## config.mk

```make
export PLATFORM = sky130hd
export DESIGN_NAME = laser_rate_meter_flat
export DESIGN_NICKNAME = d
export VERILOG_FILES = /design/src/rtl/laser_rate_pkg.sv /design/src/rtl/laser_rate_meter_if.sv /design/src/rtl/pulse_sync_edge.sv /design/src/rtl/laser_rate_meter.sv /design/src/flat_wrapper.sv
export SDC_FILE = /design/constraint.sdc
export NUM_CORES = 1
export LEC_CHECK = 0
export CORE_MARGIN = 2
export CORE_UTILIZATION = 53
export DETAILED_ROUTE_END_ITERATION = 8
export GPL_TIMING_DRIVEN = 0
export MAX_ROUTING_LAYER = met4
export PLACE_DENSITY_LB_ADDON = 0.08
export SKIP_CTS_REPAIR_TIMING = 1
export SLEW_MARGIN = 10
export SYNTH_ARGS = -nofsm -noshare
export SYNTH_HDL_FRONTEND = slang
export SYNTH_SLANG_ARGS = --single-unit
export TNS_END_PERCENT = 30
```

## constraint.sdc

```tcl
create_clock -name Clk -period 4.29 [get_ports Clk]
set_clock_uncertainty 0.2 [all_clocks]
set_input_delay 0.858 -clock Clk [delete_from_list [all_inputs] [get_ports Clk]]
set_output_delay 0.858 -clock Clk [all_outputs]
set_load 0.005 [all_outputs]
```

## src/rtl/laser_rate_pkg.sv

```systemverilog
// laser_rate_pkg: shared types and constants for the laser repetition-rate meter.
// Holds the main FSM state enum, default gate/counter sizing and the glitch
// filter length used when LASER_RATE_FILTER_EN is defined.
package laser_rate_pkg;

    typedef enum logic {
        IDLE = 1'b0,
        RUN  = 1'b1
    } state_t;

    localparam int GATE_CYCLES_DEFAULT = 50_000_000;
    localparam int CNT_WIDTH_DEFAULT   = 32;
    localparam int FILTER_LEN          = 4;
    localparam int RATE_WIDTH          = 32;

endpackage

```

## src/rtl/laser_rate_meter_if.sv

```systemverilog
// laser_rate_meter_if: published-rate bus between the meter and its consumer
// (the Ethernet socket FSM). The consumer raises Hold to freeze LaserRate
// while it reads the word as two 16-bit halves.
interface laser_rate_meter_if;
    import laser_rate_pkg::*;

    logic [RATE_WIDTH-1:0] LaserRate;
    logic                  RateValid;
    logic                  Overflow;
    logic                  Hold;

    modport master (
        output LaserRate,
        output RateValid,
        output Overflow,
        input  Hold
    );

    modport slave (
        input  LaserRate,
        input  RateValid,
        input  Overflow,
        output Hold
    );

endinterface

```

## src/rtl/pulse_sync_edge.sv

```systemverilog
// pulse_sync_edge: brings an asynchronous level into the Clk domain and
// produces a one-cycle strobe on each rising edge. Edge is a decode of
// registered state, so a rising Din is counted on the third Clk edge.
// Optional macro LASER_RATE_FILTER_EN inserts a glitch filter that only
// accepts a new level after it has been stable for FILTER_LEN cycles.
module pulse_sync_edge
    import laser_rate_pkg::*;
(
    input  logic Clk,
    input  logic Rst,
    input  logic Din,
    output logic Edge
);

    logic SyncMeta;
    logic SyncOut;
    logic Level;
    logic LevelPrev;

    // Two-flop synchroniser for the asynchronous input.
    always_ff @(posedge Clk or posedge Rst) begin
        if (Rst) begin
            SyncMeta <= 1'b0;
            SyncOut  <= 1'b0;
        end else begin
            SyncMeta <= Din;
            SyncOut  <= SyncMeta;
        end
    end

`ifdef LASER_RATE_FILTER_EN
    localparam int FW = (FILTER_LEN > 1) ? $clog2(FILTER_LEN) : 1;

    logic [FW-1:0] StableCnt;
    logic          FiltLevel;

    // Glitch filter: flip the accepted level once the synced input has disagreed for FILTER_LEN cycles in a row.
    always_ff @(posedge Clk or posedge Rst) begin
        if (Rst) begin
            StableCnt <= '0;
            FiltLevel <= 1'b0;
        end else if (SyncOut != FiltLevel) begin
            if (StableCnt == FW'(FILTER_LEN - 1)) begin
                FiltLevel <= SyncOut;
                StableCnt <= '0;
            end else begin
                StableCnt <= StableCnt + FW'(1);
            end
        end else begin
            StableCnt <= '0;
        end
    end

    assign Level = FiltLevel;
`else
    assign Level = SyncOut;
`endif

    // Edge register: remember the previous level so a rise can be decoded.
    always_ff @(posedge Clk or posedge Rst) begin
        if (Rst) begin
            LevelPrev <= 1'b0;
        end else begin
            LevelPrev <= Level;
        end
    end

    assign Edge = Level & ~LevelPrev;

endmodule

```

## src/rtl/laser_rate_meter.sv

```systemverilog
// laser_rate_meter: counts laser trigger rising edges over a fixed gate window
// of GATE_CYCLES clocks and publishes the count as a 32-bit word. A Hold
// request from the consumer defers publishing into a pending register
// (newest window wins) so the word never changes mid-read.
// Optional macro LASER_RATE_FILTER_EN enables the input glitch filter inside
// pulse_sync_edge.
module laser_rate_meter
    import laser_rate_pkg::*;
#(
    parameter int GATE_CYCLES = GATE_CYCLES_DEFAULT,
    parameter int CNT_WIDTH   = CNT_WIDTH_DEFAULT
) (
    input  logic               Clk,
    input  logic               Rst,
    input  logic               LaserPulse,
    input  logic               Enable,
    laser_rate_meter_if.master RateBus
);

    localparam int GW = (GATE_CYCLES > 1) ? $clog2(GATE_CYCLES) : 1;
    localparam logic [GW-1:0]        GATE_LAST = GW'(GATE_CYCLES - 1);
    localparam logic [CNT_WIDTH-1:0] CNT_MAX   = '1;

    state_t               State;
    state_t               StateNext;
    logic                 GateEnd;
    logic                 Running;
    logic                 PulseEdge;

    logic [GW-1:0]        GateCnt;
    logic [CNT_WIDTH-1:0] PulseCnt;
    logic                 WinOvf;
    logic                 CntAtMax;

    logic [CNT_WIDTH-1:0] SnapVal;
    logic                 SnapOvf;

    logic [CNT_WIDTH-1:0] Pending;
    logic                 PendOvf;
    logic                 PendFlag;

    pulse_sync_edge u_pulse_sync_edge (
        .Clk  (Clk),
        .Rst  (Rst),
        .Din  (LaserPulse),
        .Edge (PulseEdge)
    );

    // The gate-end snapshot folds in an edge arriving in the closing cycle, saturating like the counter does.
    assign CntAtMax = (PulseCnt == CNT_MAX);
    assign SnapVal  = (PulseEdge && !CntAtMax) ? (PulseCnt + CNT_WIDTH'(1)) : PulseCnt;
    assign SnapOvf  = WinOvf | (PulseEdge & CntAtMax);
    assign Running  = (State == RUN) && Enable;

    // FSM state register.
    always_ff @(posedge Clk or posedge Rst) begin
        if (Rst) begin
            State <= IDLE;
        end else begin
            State <= StateNext;
        end
    end

    // Next-state decode and gate-end detection; leaving RUN discards the partial window.
    always_comb begin
        StateNext = State;
        GateEnd   = 1'b0;
        case (State)
            IDLE: begin
                if (Enable) begin
                    StateNext = RUN;
                end
            end
            RUN: begin
                if (!Enable) begin
                    StateNext = IDLE;
                end else if (GateCnt == GATE_LAST) begin
                    GateEnd = 1'b1;
                end
            end
            default: begin
                StateNext = IDLE;
            end
        endcase
    end

    // Gate and pulse counters: back-to-back windows while running, held at zero otherwise.
    always_ff @(posedge Clk or posedge Rst) begin
        if (Rst) begin
            GateCnt  <= '0;
            PulseCnt <= '0;
            WinOvf   <= 1'b0;
        end else if (Running) begin
            if (GateEnd) begin
                GateCnt  <= '0;
                PulseCnt <= '0;
                WinOvf   <= 1'b0;
            end else begin
                GateCnt <= GateCnt + GW'(1);
                if (PulseEdge) begin
                    if (CntAtMax) begin
                        WinOvf <= 1'b1;
                    end else begin
                        PulseCnt <= PulseCnt + CNT_WIDTH'(1);
                    end
                end
            end
        end else begin
            GateCnt  <= '0;
            PulseCnt <= '0;
            WinOvf   <= 1'b0;
        end
    end

    // Publish path: fresh snapshot beats a pending one, Hold parks it, releasing Hold flushes the parked value.
    always_ff @(posedge Clk or posedge Rst) begin
        if (Rst) begin
            RateBus.LaserRate <= '0;
            RateBus.RateValid <= 1'b0;
            RateBus.Overflow  <= 1'b0;
            Pending           <= '0;
            PendOvf           <= 1'b0;
            PendFlag          <= 1'b0;
        end else begin
            RateBus.RateValid <= 1'b0;
            if (GateEnd) begin
                if (RateBus.Hold) begin
                    Pending  <= SnapVal;
                    PendOvf  <= SnapOvf;
                    PendFlag <= 1'b1;
                end else begin
                    RateBus.LaserRate <= RATE_WIDTH'(SnapVal);
                    RateBus.Overflow  <= SnapOvf;
                    RateBus.RateValid <= 1'b1;
                    PendFlag          <= 1'b0;
                end
            end else if (!Running) begin
                PendFlag <= 1'b0;
            end else if (PendFlag && !RateBus.Hold) begin
                RateBus.LaserRate <= RATE_WIDTH'(Pending);
                RateBus.Overflow  <= PendOvf;
                RateBus.RateValid <= 1'b1;
                PendFlag          <= 1'b0;
            end
        end
    end

endmodule

```

## src/flat_wrapper.sv

```systemverilog
// flat-port wrapper written by rule: the top's interface ports become plain ports
module laser_rate_meter_flat import laser_rate_pkg::*;
#(
    parameter int GATE_CYCLES = GATE_CYCLES_DEFAULT,
    parameter int CNT_WIDTH   = CNT_WIDTH_DEFAULT
)
  (Clk, Rst, LaserPulse, Enable, RateBus_LaserRate, RateBus_RateValid, RateBus_Overflow, RateBus_Hold);
  laser_rate_meter_if RateBus_i ();
  input  logic Clk;
  input  logic Rst;
  input  logic LaserPulse;
  input  logic Enable;
  output wire logic [$bits(RateBus_i.LaserRate)-1:0] RateBus_LaserRate;
  output wire logic [$bits(RateBus_i.RateValid)-1:0] RateBus_RateValid;
  output wire logic [$bits(RateBus_i.Overflow)-1:0] RateBus_Overflow;
  input wire logic [$bits(RateBus_i.Hold)-1:0] RateBus_Hold;
  assign RateBus_LaserRate = RateBus_i.LaserRate;
  assign RateBus_RateValid = RateBus_i.RateValid;
  assign RateBus_Overflow = RateBus_i.Overflow;
  assign RateBus_i.Hold = RateBus_Hold;
  laser_rate_meter #(.GATE_CYCLES(GATE_CYCLES), .CNT_WIDTH(CNT_WIDTH)) u_core (.Clk(Clk), .Rst(Rst), .LaserPulse(LaserPulse), .Enable(Enable), .RateBus(RateBus_i));
endmodule
```

==> impl_results.md <==
- Worst relative slew slack: 0.345
- Routed WL: ~14000 um
- Setup TNS: 0 ns
- CTS H-tree depth: 4
- Hold Path End: u_core.u_pulse_sync_edge.Level$_DFF_PP0_
- Seq/Total Area, Yosys: 0.553
- Clk pwr share: 0.513
- VDD IR max: about 240 uV
- Status: finished, final reports clean
- Post-synth EDFFs: 0
- Period utilisation layout: 0.710
- Pin count of the biggest net entering global routing: 40
- Hold-critical path depth: 0
- I/O Pins: 39
- Placed inst area: 0.00656 sq mm
- GPL Wtd Cong: around 0.96
- Die footprint: between 0.01 and 0.015 sq mm
- Synth cell types: 50
- Final antenna-violating net count: 0
- Share of cells above drive strength 1: 0.0897
- CTS tree: yes
- Synth area leaders: dfrtp_1, nand2_1, xor2_1
- Final Max Tran Viols: 0
- Hold_sp: u_core.u_pulse_sync_edge.SyncMeta$_DFF_PP0_
- Routed vias: 4732
- Synth top cells by count: dfrtp_1, nand2_1, nor2_1, nand3_1, o21ai_1
- CP max FO: 10
- Mapped Nets: between 600 and 700
- Layout area overhead: 20.0%
- Worst-Margin Slew: 0.974 ns
- Port bufs: 37
- Mapped cell area: 0.00593 sq mm
- Fin util: 0.653
- Logic gate share of total power: 0.022
- Pwr dens: around 380 mW/mm^2
- Fin crit period: around 3 ns
- Die height: 110 um
- Ant. Diodes: 0
- Sw frac: 0.207
- Crit path required time: 4.49 ns
- Startpoint types: flip-flop
- R2r startpoint: u_core.PulseCnt[0]$_DFFE_PP0P_
- Clock transition at path regs: 0.06 ns
- Number of global-route vias before repair: approximately 4800
- R2r setup slk: about 1.2 ns
- Total number of yosys warnings: 0
- DRT iter0 DRCs: 385
- Post-DP HPWL: 10200 um
- Critical path type: flip-flop to flip-flop
- P_int: 2120 uW
- Clk Latency, worst-skew pair: approximately 0.53 ns
- Global route overflow: 0
- Pre-CTS setup slack: roughly 0.81 ns
- Worst min-delay path category: flip-flop to flip-flop
- Static leakage: between 0.002 and 0.003 uW
- Clk root buf: clkbuf_8
- Register bit total from synthesis: 131
- Arr. time, crit path: approximately 3.2 ns
- Max-cap viol count: 0
- Die X: about 110 um
- Core ar.: 0.0109 sq mm
- CP Capture Type: flip-flop
- Finish-stage setup viols: 0
- Top-count cell post-synth: dfrtp_1
- Post-route setup slack: 1.24 ns
- RSZ-0062 raised after global routing: false
- Fmax: around 330 MHz
- Filler cells: around 890
- Max clock buf depth: 2
- Initial antenna violation count: 0
- Synthesized netlist cell count: between 500 and 600
- DRC: 0
- Sequential power share: 0.464
- Final-report hold violation count: 0
- Nets@finish: 664
- Worst r2r dst: u_core.RateBus.LaserRate[29]$_DFFE_PP0P_
- DR pass1 iterations: 5
- Fin area: between 0.007 and 0.008 sq mm
- Top-area cell type share of the netlist area: 0.553
- Row count: 38
- Initial Util: 0.544
- DR WL/cell: approximately 18 um
- TritonCTS Buffers: 17
- Sink Count: around 130
- Psw: approximately 550 uW
- Vias per inst: roughly 5.8
- First-pass GRT wire length: 23800 um
- Synth area leader: dfrtp_1
- Ys async rst share: 1.00
- Reg2reg path depth: 8
- Syn_area_per_cell: 9.93 sq um
- GRT Overall Usage: 0.274
- Synth Flop Type: dfrtp_1
-- logic make-up (layout without fill, tap and decap cells) --
| group | after synthesis | after routing | synth area share |
|---|---|---|---|
| simple gates | 272 | 272 | 0.227 |
| flops | 131 | 131 | 0.553 |
| compound gates | 105 | 105 | 0.111 |
| xor+xnor | 41 | 41 | 0.0606 |
| buf+inv | 40 | 112 | 0.0327 |
| mux | 6 | 6 | 0.0108 |
| fa+ha+maj | 2 | 2 | 0.00422 |
-- area by class of cell --
class,instances,area [sq um],area share
flip-flops and latches,131,3280,0.461
plain buffers,33,168,0.0236
inverters,7,30.0,0.00422
repair buffers,41,450,0.0634
clock inverters,5,75.1,0.0106
clock buffers,26,478,0.0672
multi-input cells,426,2450,0.345
well taps,140,175,0.0246
-- how the worst max path moves through the flow --
stage	startpoint	end	depth (start not counted)
3_5_place_dp	Enable	u_core.RateBus.LaserRate[1]$_DFFE_PP0P_	8
5_1_grt	u_core.PulseCnt[0]$_DFFE_PP0P_	u_core.RateBus.LaserRate[29]$_DFFE_PP0P_	8
6_report	u_core.PulseCnt[0]$_DFFE_PP0P_	u_core.RateBus.LaserRate[29]$_DFFE_PP0P_	8
4_1_cts	u_core.PulseCnt[0]$_DFFE_PP0P_	u_core.RateBus.LaserRate[29]$_DFFE_PP0P_	8
2_1_floorplan	Rst	u_core.GateCnt[0]$_DFF_PP0_	1
3_3_place_gp	Rst	u_core.GateCnt[2]$_DFF_PP0_	2
-- routing by layer --
metal	track usage	wire length [um]	up-vias
met1	0.351	6340	2339
met3	0.0622	768	15
met5	-	0	-
li1	-	-	2240
met2	0.428	7010	138
met4	0.104	210	0
-- metrics by stage --
step                total power, uW  hold WS (ns)  std cells
finish                         2680         0.166        809
global route                   2770         0.184        809
CTS                            2700         0.171        809
global placement               1320         0.135        774
floorplan                      1300         0.131        597
detailed placement             1330         0.138        778
-- worst max-delay path, cell delays in order (launching register included) --
cell and delay (ns):
dfrtp_1 0.42, ha_1 0.26, and3_1 0.22, and4_1 0.26, a31oi_1 0.35, clkbuf_1 0.48
nand4_1 0.22, xor2_1 0.35, o211ai_1 0.15
-- sequential cells by signal, indices dropped and copies added, names as in the netlist --
| name | cells |
|---|---|
| u_core.PulseCnt | 32 |
| u_core.Pending | 32 |
| u_core.WinOvf | 1 |
| u_core.RateBus.RateValid | 1 |
| u_core.GateCnt | 26 |
| u_core.PendFlag | 1 |
| u_core.RateBus.Overflow | 1 |
| u_core.State | 1 |
| u_core.u_pulse_sync_edge.Level | 1 |
| u_core.u_pulse_sync_edge.LevelPrev | 1 |
| u_core.PendOvf | 1 |
| u_core.u_pulse_sync_edge.SyncMeta | 1 |
| u_core.RateBus.LaserRate | 32 |
-- placed cells by master, fill, tap and decap left out, types with 3 or more instances in the layout --
cell type	instances
and3_1	9
o21a_1	4
clkdlybuf4s50_1	37
or3_1	5
nor2_1	67
o21ai_1	33
inv_1	5
o211ai_2	4
o22ai_1	4
nand4_1	22
or4_1	5
a22oi_1	4
nor4_1	4
clkbuf_8	4
a21oi_1	13
mux2i_1	3
a31oi_1	3
nand2_1	75
xnor2_1	12
clkbuf_1	20
o21ai_0	13
and4_1	17
clkinv_2	3
and2_1	3
xor2_1	29
nand3_1	43
mux2_2	3
nor3_1	12
a21o_1	4
clkbuf_16	16
buf_2	14
buf_12	4
o211ai_1	17
dfrtp_1	131
-- power by group through the flow --
stage	Sequential, uW	Combinational, uW	Clock (uW)
finish	1240	60.0	1370
global route	1240	69.3	1450
CTS	1240	62.3	1390
detailed placement	1260	62.1	0
global placement	1260	52.3	0
floorplan	1260	35.1	0
Note: power is estimated with default switching activity, not from simulation.
